File: config.mk
export PLATFORM = sky130hd
export DESIGN_NAME = jtcps1_bank_sched
export DESIGN_NICKNAME = d
export VERILOG_FILES = /design/src/rtl/jtcps1_sdram_pkg.sv /design/src/rtl/jtcps1_bank_tagq.sv /design/src/rtl/jtcps1_bank_sched.sv
export SDC_FILE = /design/constraint.sdc
export NUM_CORES = 1
export LEC_CHECK = 0
export ABC_AREA = 1
export ABC_CLOCK_PERIOD_IN_PS = 6500
export BUFFER_PORTS_ARGS = -buffer_cell sky130_fd_sc_hd__buf_2
export CAP_MARGIN = 30
export CELL_PAD_IN_SITES_DETAIL_PLACEMENT = 1
export CELL_PAD_IN_SITES_GLOBAL_PLACEMENT = 2
export CORE_MARGIN = 3
export CORE_UTILIZATION = 25
export CTS_CLUSTER_SIZE = 12
export DETAILED_ROUTE_END_ITERATION = 10
export GPL_TIMING_DRIVEN = 0
export PLACE_DENSITY_LB_ADDON = 0.1
export SLEW_MARGIN = 20
export SYNTH_ARGS = -nofsm -noshare
export SYNTH_HDL_FRONTEND = slang
export SYNTH_SLANG_ARGS = --single-unit
File: constraint.sdc
create_clock -name clk -period 6.5 [get_ports clk]
set_input_delay 0.65 -clock clk [delete_from_list [all_inputs] [get_ports clk]]
set_output_delay 0.65 -clock clk [all_outputs]
set_load 0.02 [all_outputs]
File: src/rtl/jtcps1_sdram_pkg.sv
// Shared types for the CPS SDRAM bank scheduler: command record, FSM states,
// bank indices and a one-hot helper.
package jtcps1_sdram_pkg;

  localparam int ADDR_W = 23;

  localparam logic [1:0] BANK0 = 2'd0;
  localparam logic [1:0] BANK1 = 2'd1;
  localparam logic [1:0] BANK2 = 2'd2;
  localparam logic [1:0] BANK3 = 2'd3;

  typedef enum logic {
    IDLE  = 1'b0,
    ISSUE = 1'b1
  } state_t;

  typedef struct packed {
    logic [1:0]        ba;
    logic [ADDR_W-1:0] addr;
    logic              wr;
    logic              rfsh;
    logic [15:0]       din;
    logic [1:0]        mask;
  } cmd_t;

  function automatic logic [3:0] bank_onehot(input logic [1:0] bank);
    return 4'b0001 << bank;
  endfunction

endpackage

File: src/rtl/jtcps1_bank_tagq.sv
// Two-entry FIFO of bank tags for commands accepted by the SDRAM controller
// whose data phase has not completed yet.
module jtcps1_bank_tagq (
  input  logic       clk,
  input  logic       rst,
  input  logic       push,
  input  logic [1:0] push_tag,
  input  logic       pop,
  output logic [1:0] head,
  output logic       full,
  output logic       empty
);

  logic [1:0] tags [2];
  logic       wptr, rptr;
  logic [1:0] count;
  logic       do_push, do_pop;

  assign full    = (count == 2'd2);
  assign empty   = (count == 2'd0);
  assign do_push = push && !full;
  assign do_pop  = pop && !empty;
  assign head    = tags[rptr];

  // NOTE: state registers use non-blocking assignments so every flop samples pre-edge values.
  always_ff @(posedge clk) begin
    if (rst) begin
      wptr  <= 1'b0;
      rptr  <= 1'b0;
      count <= 2'd0;
    end else begin
      if (do_push) wptr <= ~wptr;
      if (do_pop)  rptr <= ~rptr;
      case ({do_push, do_pop})
        2'b10:   count <= count + 2'd1;
        2'b01:   count <= count - 2'd1;
        default: count <= count;
      endcase
    end
  end

  // NOTE: tag storage is left unreset; count gates every use of head.
  always_ff @(posedge clk) begin
    if (do_push) tags[wptr] <= push_tag;
  end

endmodule

File: src/rtl/jtcps1_bank_sched.sv
// Round-robin scheduler from four CPS bank slot managers to one SDRAM controller.
// Define JTCPS1_RFSH_EN to build the auto-refresh scheduler.
module jtcps1_bank_sched
  import jtcps1_sdram_pkg::*;
#(
  parameter int SDRAMW      = 23,
  parameter int RFSH_PERIOD = 750,
  parameter int RFSH_MAX    = 2
) (
  input  logic              clk,
  input  logic              rst,
  input  logic [SDRAMW-1:0] ba0_addr,
  input  logic [SDRAMW-1:0] ba1_addr,
  input  logic [SDRAMW-1:0] ba2_addr,
  input  logic [SDRAMW-1:0] ba3_addr,
  input  logic [3:0]        ba_rd,
  input  logic              ba_wr,
  input  logic [15:0]       ba0_din,
  input  logic [1:0]        ba0_din_m,
  output logic [3:0]        ba_ack,
  output logic [3:0]        ba_dst,
  output logic [3:0]        ba_rdy,
  output logic              cmd_req,
  output logic [1:0]        cmd_ba,
  output logic [SDRAMW-1:0] cmd_addr,
  output logic              cmd_wr,
  output logic              cmd_rfsh,
  output logic [15:0]       cmd_din,
  output logic [1:0]        cmd_mask,
  input  logic              cmd_ack,
  input  logic              sd_dst,
  input  logic              sd_rdy
);

  state_t            state, state_d;
  cmd_t              cmd_q, cmd_d;
  logic [1:0]        rr, rr_d;
  logic [3:0]        ack_mask;
  logic [3:0]        elig;
  logic              found;
  logic [1:0]        win;
  logic              rfsh_go;
  logic              accepted;
  logic [1:0]        q_head;
  logic              q_full, q_empty;
  logic [SDRAMW-1:0] ba_addr [4];

  assign ba_addr[0] = ba0_addr;
  assign ba_addr[1] = ba1_addr;
  assign ba_addr[2] = ba2_addr;
  assign ba_addr[3] = ba3_addr;

  assign accepted = (state == ISSUE) && cmd_ack;
  assign ba_ack   = (accepted && !cmd_q.rfsh) ? bank_onehot(cmd_q.ba) : 4'b0000;
  assign ba_dst   = (sd_dst && !q_empty) ? bank_onehot(q_head) : 4'b0000;
  assign ba_rdy   = (sd_rdy && !q_empty) ? bank_onehot(q_head) : 4'b0000;

  assign cmd_req  = (state == ISSUE);
  assign cmd_ba   = cmd_q.ba;
  assign cmd_addr = SDRAMW'(cmd_q.addr);
  assign cmd_wr   = cmd_q.wr;
  assign cmd_din  = cmd_q.din;
  assign cmd_mask = cmd_q.mask;

  jtcps1_bank_tagq u_tagq (
    .clk      (clk),
    .rst      (rst),
    .push     (accepted && !cmd_q.rfsh),
    .push_tag (cmd_q.ba),
    .pop      (sd_rdy),
    .head     (q_head),
    .full     (q_full),
    .empty    (q_empty)
  );

  // The bank just acked may still show its request for a cycle; keep it out.
  assign elig = {ba_rd[3:1], ba_rd[0] | ba_wr} & ~ack_mask & {4{~q_full}};

  always_comb begin : arb
    logic [1:0] idx;
    // NOTE: every always_comb output gets a default first so no latch is inferred.
    found = 1'b0;
    win   = rr;
    idx   = rr;
    for (int i = 0; i < 4; i++) begin
      idx = rr + 2'(i);
      if (!found && elig[idx]) begin
        found = 1'b1;
        win   = idx;
      end
    end
  end

`ifdef JTCPS1_RFSH_EN
  localparam int CNT_W = $clog2(RFSH_PERIOD);

  logic [CNT_W-1:0] rfsh_cnt;
  logic [1:0]       rfsh_pend;
  logic             rfsh_wrap, rfsh_done;

  assign rfsh_wrap = (rfsh_cnt == CNT_W'(RFSH_PERIOD - 1));
  assign rfsh_done = accepted && cmd_q.rfsh;
  assign rfsh_go   = (int'(rfsh_pend) >= RFSH_MAX) || (!found && rfsh_pend != 2'd0);
  assign cmd_rfsh  = cmd_q.rfsh;

  always_ff @(posedge clk) begin
    if (rst) begin
      rfsh_cnt  <= '0;
      rfsh_pend <= 2'd0;
    end else begin
      rfsh_cnt <= rfsh_wrap ? '0 : rfsh_cnt + 1'b1;
      if (rfsh_wrap && !rfsh_done && rfsh_pend != 2'd3)
        rfsh_pend <= rfsh_pend + 2'd1;
      else if (!rfsh_wrap && rfsh_done)
        rfsh_pend <= rfsh_pend - 2'd1;
    end
  end
`else
  assign rfsh_go  = 1'b0;
  assign cmd_rfsh = 1'b0;
`endif

  always_comb begin
    state_d = state;
    cmd_d   = cmd_q;
    rr_d    = rr;
    case (state)
      IDLE: begin
        if (rfsh_go) begin
          cmd_d      = '0;
          cmd_d.rfsh = 1'b1;
          state_d    = ISSUE;
        end else if (found) begin
          cmd_d.ba   = win;
          cmd_d.addr = ADDR_W'(ba_addr[win]);
          cmd_d.rfsh = 1'b0;
          cmd_d.wr   = (win == BANK0) && ba_wr;
          cmd_d.din  = cmd_d.wr ? ba0_din   : 16'h0000;
          cmd_d.mask = cmd_d.wr ? ba0_din_m : 2'b00;
          rr_d       = win + 2'd1;
          state_d    = ISSUE;
        end
      end
      ISSUE: begin
        if (cmd_ack) state_d = IDLE;
      end
      default: state_d = IDLE;
    endcase
  end

  always_ff @(posedge clk) begin
    if (rst) begin
      state    <= IDLE;
      cmd_q    <= '0;
      rr       <= 2'd0;
      ack_mask <= 4'b0000;
    end else begin
      state    <= state_d;
      cmd_q    <= cmd_d;
      rr       <= rr_d;
      ack_mask <= ba_ack;
    end
  end

endmodule
==> results of run 1 <==
per-stage QoR:
| step | hold WS, ns | instances |
|---|---|---|
| 2_1_floorplan | 0.4257 | 548 |
| 3_3_place_gp | 0.4350 | 903 |
| 3_5_place_dp | 0.4567 | 903 |
| 4_1_cts | 0.4570 | 919 |
| 5_1_grt | 0.4684 | 919 |
| 6_report | 0.4546 | 919 |
worst max-delay path, delay by kind of cell (launching register included):
family                     cells  cell delay, ns
and+or+nand+nor               10            1.29
adders and majority gates      1            0.18
AOI/OAI and AO/OA              1            0.15
DFF                            1            0.40
buffers and inverters          4            1.15
how the worst max path moves through the flow:
stage / from / to / slack [ns] / cells past startpoint
6_report: u_tagq.count[0] / cmd_mask[1] / 3.25 / 16
5_1_grt: u_tagq.count[0] / cmd_mask[1] / 2.93 / 16
4_1_cts: u_tagq.count[1] / cmd_mask[1] / 3.25 / 16
3_5_place_dp: ba_wr / cmd_mask[1] / 2.98 / 17
3_3_place_gp: ba_wr / cmd_mask[1] / 3.03 / 17
2_1_floorplan: ba_rd[1] / cmd_din[10] / 3.69 / 16
cell type report:
type | instances | area [sq um]
multi-input cells | 419 | 2059
clock buffers | 10 | 229.0
well taps | 180 | 225.2
flip-flops and latches | 60 | 1241
clock inverters | 6 | 88.84
repair buffers | 175 | 875.8
plain buffers | 30 | 165.2
fillers | 1866 | 8957
inverters | 39 | 146.4
routing by layer:
metal / global-route usage (%) / vias to the layer above / share of wire, %
li1: - / 2144 / -
met1: 21.16 / 1875 / 44
met2: 30.36 / 104 / 49
met3: 4.707 / 13 / 6.2
met4: 5.110 / 2 / 0.83
met5: 0 / - / 0.093
cell families (layout without fill, tap and decap cells):
family          count (synthesis)  count (layout)  synth area share, %
compound gates                 51              51                7.551
xor+xnor                        1               1               0.4504
fa+ha+maj                       2               2               0.6926
buf+inv                        69             260                8.625
flops                          60              60                34.36
other cells                     1               1               0.1038
simple gates                  364             364                48.22
registers in the layout (all words and copies together) (netlist names), 2 cells and up, named ones only:
name	cells
cmd_addr	23
cmd_din	16
ack_mask	4
u_tagq.tags	4
cmd_ba	2
cmd_mask	2
rr	2
u_tagq.count	2
report_power, final:
group	switching, uW	internal [uW]
sequential	69.7	476
combinational	1170	537
clock	181	336
total	1420	1350
cell usage in the layout, fill, tap and decap left out, drive strengths merged:
master    count
nor3         19
nor2         54
xnor2         1
and3          1
clkbuf       18
a211oi        1
o211ai        1
edfxtp        4
o211a         1
nor4          4
o21ai        22
ha            2
conb          1
nand3        57
nand2       208
a21oi        25
dfxtp        56
buf         197
bufinv        2
inv          38
clkinv        3
clkinvlp      2
o21a          1
nand4        21
==> metrics.md, run 1 <==
| Metric | Value |
|---|---|
| Ys async rst share | `0%` |
| Worst min path class | `register to register` |
| ANT cells | `0` |
| Drt via density | `4.503` |
| Most frequent cell after synthesis | `nand2_1` |
| CP peak stage delay | `0.42 ns` |
| Commonest cells post-synth | `nand2_1 (197), dfxtp_1 (56), nand3_1 (52)` |
| Syn avg cell area | `6.592 sq um` |
| Placed cell area | `4713 sq um` |
| Worst-path fanout max | `10` |
| Clock tree sinks | `60` |
| Slowest CP cell | `buf_1` |
| Drt total wl | `14000 microns` |
| Cell Area, Synth | `3612 sq um` |
| Unique masters post-synth | `35` |
| Initial antenna violation count | `1` |
| FF-to-FF Start | `u_tagq.count[0]` |
| Initial core utilization | `25.82%` |
| Top FF cell, synth | `dfxtp_1` |
| Rows | `43` |
| Hold Crit Depth | `1` |
| Worst Slack Setup Final | `3.253 ns` |
| F_max | `0.3080 GHz` |
| DRC | `0` |
| Final Hold Vio Count | `0` |
| Power Density | `550.0 nW/um^2` |
| Post-cts sizing count | `0` |
| IR drop worst, VDD | `0.2138 mV` |
| DRT iter0 DRCs | `115` |
| Hold buffers post-CTS | `0` |
| Die Y | `126.2 microns` |
| Clock H-tree levels | `3` |
| Status | `finished clean` |
| # Max-Cap Violations | `0` |
| R2R Setup Slk | `3.25 ns` |
| Final worst path period share | `49.95%` |
| Clock root buffer | `clkbuf_16` |
| Setup TNS | `0 ns` |
| Clk buf depth | `2` |
| GP Congestion | `0.8004` |
| R2R Path End | `cmd_mask[1]` |
| CP endpoint kind | `register` |
| Layout cells sized above 1 | `34.64%` |
| Vias in the first global route | `4370` |
| Fin area | `5031 sq um` |
| Post-synth net total | `670` |
| Kind of critical path | `register to register` |
| CP Launch Type | `register` |
| Post-layout util | `35.97%` |
| Routed vias | `4138` |
| EDFF count, synth | `4` |
| Register area share after synthesis | `34.36%` |
| YS warnings | `0` |
| CP Data Required Time | `6.77 ns` |
| Cell-by-cell trace of the critical path | `inv_2 > nand2_4 > nand3_1 > nand2_1 > nand3_1 > nand2_2 > nand3_1 > nand2_1 > nand2_2 > nand2_2 > buf_2 > ha_1 > buf_1 > buf_1 > nand4_1 > a21oi_1` |
| Place WS | `2.985 ns` |
| CTS tree | `built` |
| Routed length per instance | `15.24 microns` |
| Clk slew on worst S/H paths | `0.06 ns` |
| Dpl hpwl | `11150 microns` |
| DR pass1 iterations | `4` |
| Final Setup Violations | `0` |
| Hold Startpoint | `u_tagq.rptr` |
| Critical Path AT | `3.51 ns` |
| Syn Inst Count | `548` |
| Global-route wire length before repair | `22490 microns` |
| Num CTS Buffers | `9` |
| Grt total ovfl | `0` |
| Final #Nets | `856` |
| Max Slew Vio Count | `0` |
| Top cells by area, synth | `dfxtp_1 (31%), nand2_1 (20%), nand3_1 (7.2%)` |
| # Post-CTS Setup Buffers | `0` |
| Max transition margin | `58.27%` |
| Die Span X | `126.2 microns` |
| Core footprint | `13990 sq um` |
| Antenna viol nets, final | `0` |
| Cell leakage power | `0.002649 uW` |
| RSZ-0062 raised after global routing | `no` |
| Area growth syn-to-layout | `39.28%` |
| Clock Skews | `0.008045 ns` |
| Largest net degree at the start of global routing | `12` |
| Worst-Margin Slew | `0.6259 ns` |
| Synth top area share | `31.04%` |
| Reg2Reg Depth | `16` |
| Total power | `2767 uW` |
| GRT Util Overall | `17.48%` |
| Tmin final | `3.247 ns` |
| Clock Latency Late Sink | `0.33 ns` |
| Die area | `15930 sq um` |
| Yosys reg bits | `60` |
| Biggest area consumer among synthesized cells | `dfxtp_1` |
| Ports | `178` |
| I/O Buffers | `175` |
Power figures use the tool's default switching activity.
==> inputs of run 2 (changes only) <==
ABC_AREA = 0   (was 1)
ABC_CLOCK_PERIOD_IN_PS = 2900   (was 6500)
CORE_UTILIZATION = 22   (was 25)
clock period = 2.9 ns   (was 6.5 ns; I/O delays follow)
==> metrics.md, run 2 <==
| Metric | Value |
|---|---|
| Area growth syn-to-layout | `44.28%` |
| CTS tree | `built` |
| Most frequent cells in the layout | `buf_2 (176), dfxtp_1 (54), nor2_1 (53)` |
| Die Y | `126.7 microns (+0.38%)` |
| GRT Util Overall | `14.46% (-3.0 points)` |
| DRC | `0 (unchanged)` |
| Kind of critical path | `register to register` |
| Drt total wl | `11500 microns (-18%)` |
| Layout fillers | `1698 (-9.0%)` |
| Clock root buffer | `clkbuf_16` |
| Worst-path fanout max | `10 (unchanged)` |
| Core footprint | `14040 sq um (+0.38%)` |
| Top FF cell, synth | `dfxtp_1` |
| Ys async rst share | `0% (unchanged)` |
| Slowest CP cell | `dfxtp_2` |
| DRT iter0 DRCs | `75 (-35%)` |
| Clock Skews | `0.005777 ns (-0.002269 ns)` |
| RSZ-0062 raised after global routing | `no` |
| Hold buffers post-CTS | `0 (unchanged)` |
| Syn avg cell area | `9.424 sq um (+43%)` |
| IR drop worst, VDD | `0.3396 mV (+59%)` |
| Final #Nets | `648 (-24%)` |
| Commonest cells post-synth | `dfxtp_1 (56), nor2_1 (53), mux2i_1 (47)` |
| Power Density | `922.7 nW/um^2 (+68%)` |
| Max Slew Vio Count | `0 (unchanged)` |
| Die Span X | `126.7 microns (+0.38%)` |
| Rows | `43 (unchanged)` |
| YS warnings | `0 (unchanged)` |
| Ports | `178 (unchanged)` |
| # Max-Cap Violations | `0 (unchanged)` |
| Clk buf depth | `2 (unchanged)` |
| EDFF count, synth | `4 (unchanged)` |
| F_max | `0.3744 GHz (+22%)` |
| Register area share after synthesis | `38.73% (+4.4 points)` |
| Post-layout util | `32.92% (-3.0 points)` |
| Critical Path AT | `2.87 ns (-0.64 ns)` |
| Top cells by area, synth | `dfxtp_1 (35%), mux2i_1 (15%), nor2_1 (6.2%)` |
| Status | `finished clean` |
| Routed length per instance | `16.18 microns (+6.2%)` |
| Max reg flops | `23 (unchanged)` |
| Max transition margin | `58.17% (-0.10 points)` |
| Switching Power | `1692 uW (+19%)` |
| CP peak stage delay | `0.37 ns (-0.05 ns)` |
| Clock tree sinks | `60 (unchanged)` |
| Final Hold Vio Count | `0 (unchanged)` |
| Dpl hpwl | `8949 microns (-20%)` |
| Layout cells sized above 1 | `41.62% (+7.0 points)` |
| GR Util met2 | `24.07% (-6.3 points)` |
| Worst-Margin Slew | `0.6275 ns (+0.001560 ns)` |
| Fin cells | `711 (-23%)` |
| I/O Buffers | `175 (unchanged)` |
| Worst Slack Setup Final | `0.2289 ns (-3.024 ns)` |
| GP Congestion | `0.7385 (-7.7%)` |
| Unique masters post-synth | `45 (+29%)` |
| Yosys reg bits | `60 (unchanged)` |
| DR pass1 iterations | `4 (unchanged)` |
| CP endpoint kind | `register` |
| Routing usage on met1 | `17.64% (-3.5 points)` |
| Setup TNS | `0 ns (unchanged)` |
| Post-synth net total | `462 (-31%)` |
| Most frequent cell after synthesis | `dfxtp_1` |
| Clock H-tree levels | `3 (unchanged)` |
| Global routing's busiest layer | `met2` |
| Cell Area, Synth | `3204 sq um (-11%)` |
| Syn Inst Count | `340 (-38%)` |
| Drt via density | `4.544 (+0.92%)` |
| Global-route wire length before repair | `18400 microns (-18%)` |
| Die area | `16050 sq um (+0.76%)` |
| Cell leakage power | `0.002265 uW (-14%)` |
| CP Launch Type | `register` |
| Inst Count DP | `695 (-23%)` |
| Cell-by-cell trace of the critical path | `nor2b_1 > clkbuf_4 > nor3_1 > a221oi_2 > nand2_2 > buf_6 > buf_6 > ha_1 > and3_1 > buf_4 > buf_4 > a22oi_1 > nor2_1` |
| Switching share of total power | `39.67% (-12 points)` |
| Final worst path period share | `92.11% (+42 points)` |
| Biggest area consumer among synthesized cells | `dfxtp_1` |
| Combinational Power Share | `44.5% (-17 points)` |
| Clk pwr share | `26.3% (+7.6 points)` |
| Worst min path class | `input port to register` |
| Place WS | `0.1128 ns (-2.872 ns)` |
| Clock Latency Late Sink | `0.33 ns (about the same)` |
| Most common cell after layout, fill and taps aside | `buf_2` |
| ANT cells | `0 (unchanged)` |
| Vias in the first global route | `3552 (-19%)` |
| Num CTS Buffers | `9 (unchanged)` |
| Initial core utilization | `22.82% (-3.0 points)` |
| Antenna viol nets, final | `0 (unchanged)` |
| Largest net degree at the start of global routing | `12 (unchanged)` |
| Clk slew on worst S/H paths | `0.05 ns (about the same)` |
| Routed vias | `3231 (-22%)` |
| CP Data Required Time | `3.10 ns (-3.67 ns)` |
| Final Setup Violations | `0 (unchanged)` |
| Initial antenna violation count | `0 (-1)` |
| Grt total ovfl | `0 (unchanged)` |
| Seq pwr share | `29.2% (+9.5 points)` |
| M3 GR Usage | `4.084% (-0.62 points)` |
| Tmin final | `2.671 ns (-0.5757 ns)` |
| Internal power | `2573 uW (+91%)` |
| Synth top area share | `34.99% (+4.0 points)` |
[run 2: changes by cell type after synthesis, sizes merged, moves of 19 or more]
cell,previous run,this run
a21oi,25,6
inv,38,4
mux2i,0,47
nand2,208,10
nand3,57,4
nand4,21,1
nor2b,0,29
[run 2: per-stage QoR]
| step | hold slack [ns] | area, sq um | power (uW) |
|---|---|---|---|
| floorplan | 0.4012 | 3204 | 2565 |
| global placement | 0.4649 | 4305 | 3161 |
| detailed placement | 0.4792 | 4305 | 3197 |
| CTS | 0.1766 | 4618 | 4349 |
| global route | 0.1916 | 4623 | 4575 |
| finish | 0.1925 | 4623 | 4266 |
[run 2: area by class of cell]
cell class	instances	area [sq um]	share of cell area (%)
timing repair buffer	175	875.8	18.94
multi-input combinational	250	1788	38.67
tap	180	225.2	4.871
clock inverter	5	58.81	1.272
sequential	60	1244	26.90
clock buffer	11	254.0	5.494
inverter	4	15.01	0.3248
buffer	26	162.7	3.518
[run 2: repair_timing]
action | 4_1_cts | 5_1_grt
buffers inserted | 0 | 0
resized for setup | 0 | 3
setup endpoints to repair | 0 | 9
[run 2: worst max-delay path, delay by kind of cell (launching register included)]
kind | cells | cell delay (ns)
AOI/OAI and AO/OA | 2 | 0.50
adders and majority gates | 1 | 0.21
and+or+nand+nor | 5 | 0.54
DFF | 1 | 0.37
buffers and inverters | 5 | 0.91
[run 2: metal layers]
layer / routed length [microns] / up-vias / part of all wire [%]
met4: 200 / 0 / 1.7
li1: - / 1607 / -
met3: 764 / 15 / 6.6
met2: 5614 / 104 / 49
met5: 0 / - / 0
met1: 4925 / 1505 / 43
[run 2: path summary, 6_finish.rpt]
kind / from / endpoint / slack (ns) / cells past startpoint
setup / recovery: u_tagq.count[1] / cmd_din[14] / 0.23 / 13
hold / removal: ba0_din[6] / cmd_din[6] / 0.19 / 3
setup reg to reg: u_tagq.count[1] / cmd_din[14] / 0.23 / 13
hold reg to reg: cmd_wr / cmd_wr / 0.48 / 2
[run 2: kinds of logic (layout without fill, tap and decap cells)]
| family | Yosys count | after routing | share of synthesized area, % |
|---|---|---|---|
| and+or+nand+nor | 133 | 133 | 21.20 |
| AOI/OAI and AO/OA | 62 | 62 | 17.57 |
| xor gates and xnor gates | 4 | 4 | 1.094 |
| other | 1 | 1 | 0.1170 |
| DFF | 60 | 60 | 38.74 |
| muxes | 48 | 48 | 15.03 |
| buffers and inverters | 30 | 221 | 5.466 |
| adders and majority gates | 2 | 2 | 0.7808 |
[run 2: power by group through the flow]
stage / logic [uW] / registers [uW] / clock network [uW]
2_1_floorplan: 1100 / 1470 / 0
3_3_place_gp: 1920 / 1240 / 0
3_5_place_dp: 1940 / 1260 / 0
4_1_cts: 1950 / 1240 / 1160
5_1_grt: 2100 / 1280 / 1200
6_report: 1900 / 1240 / 1120
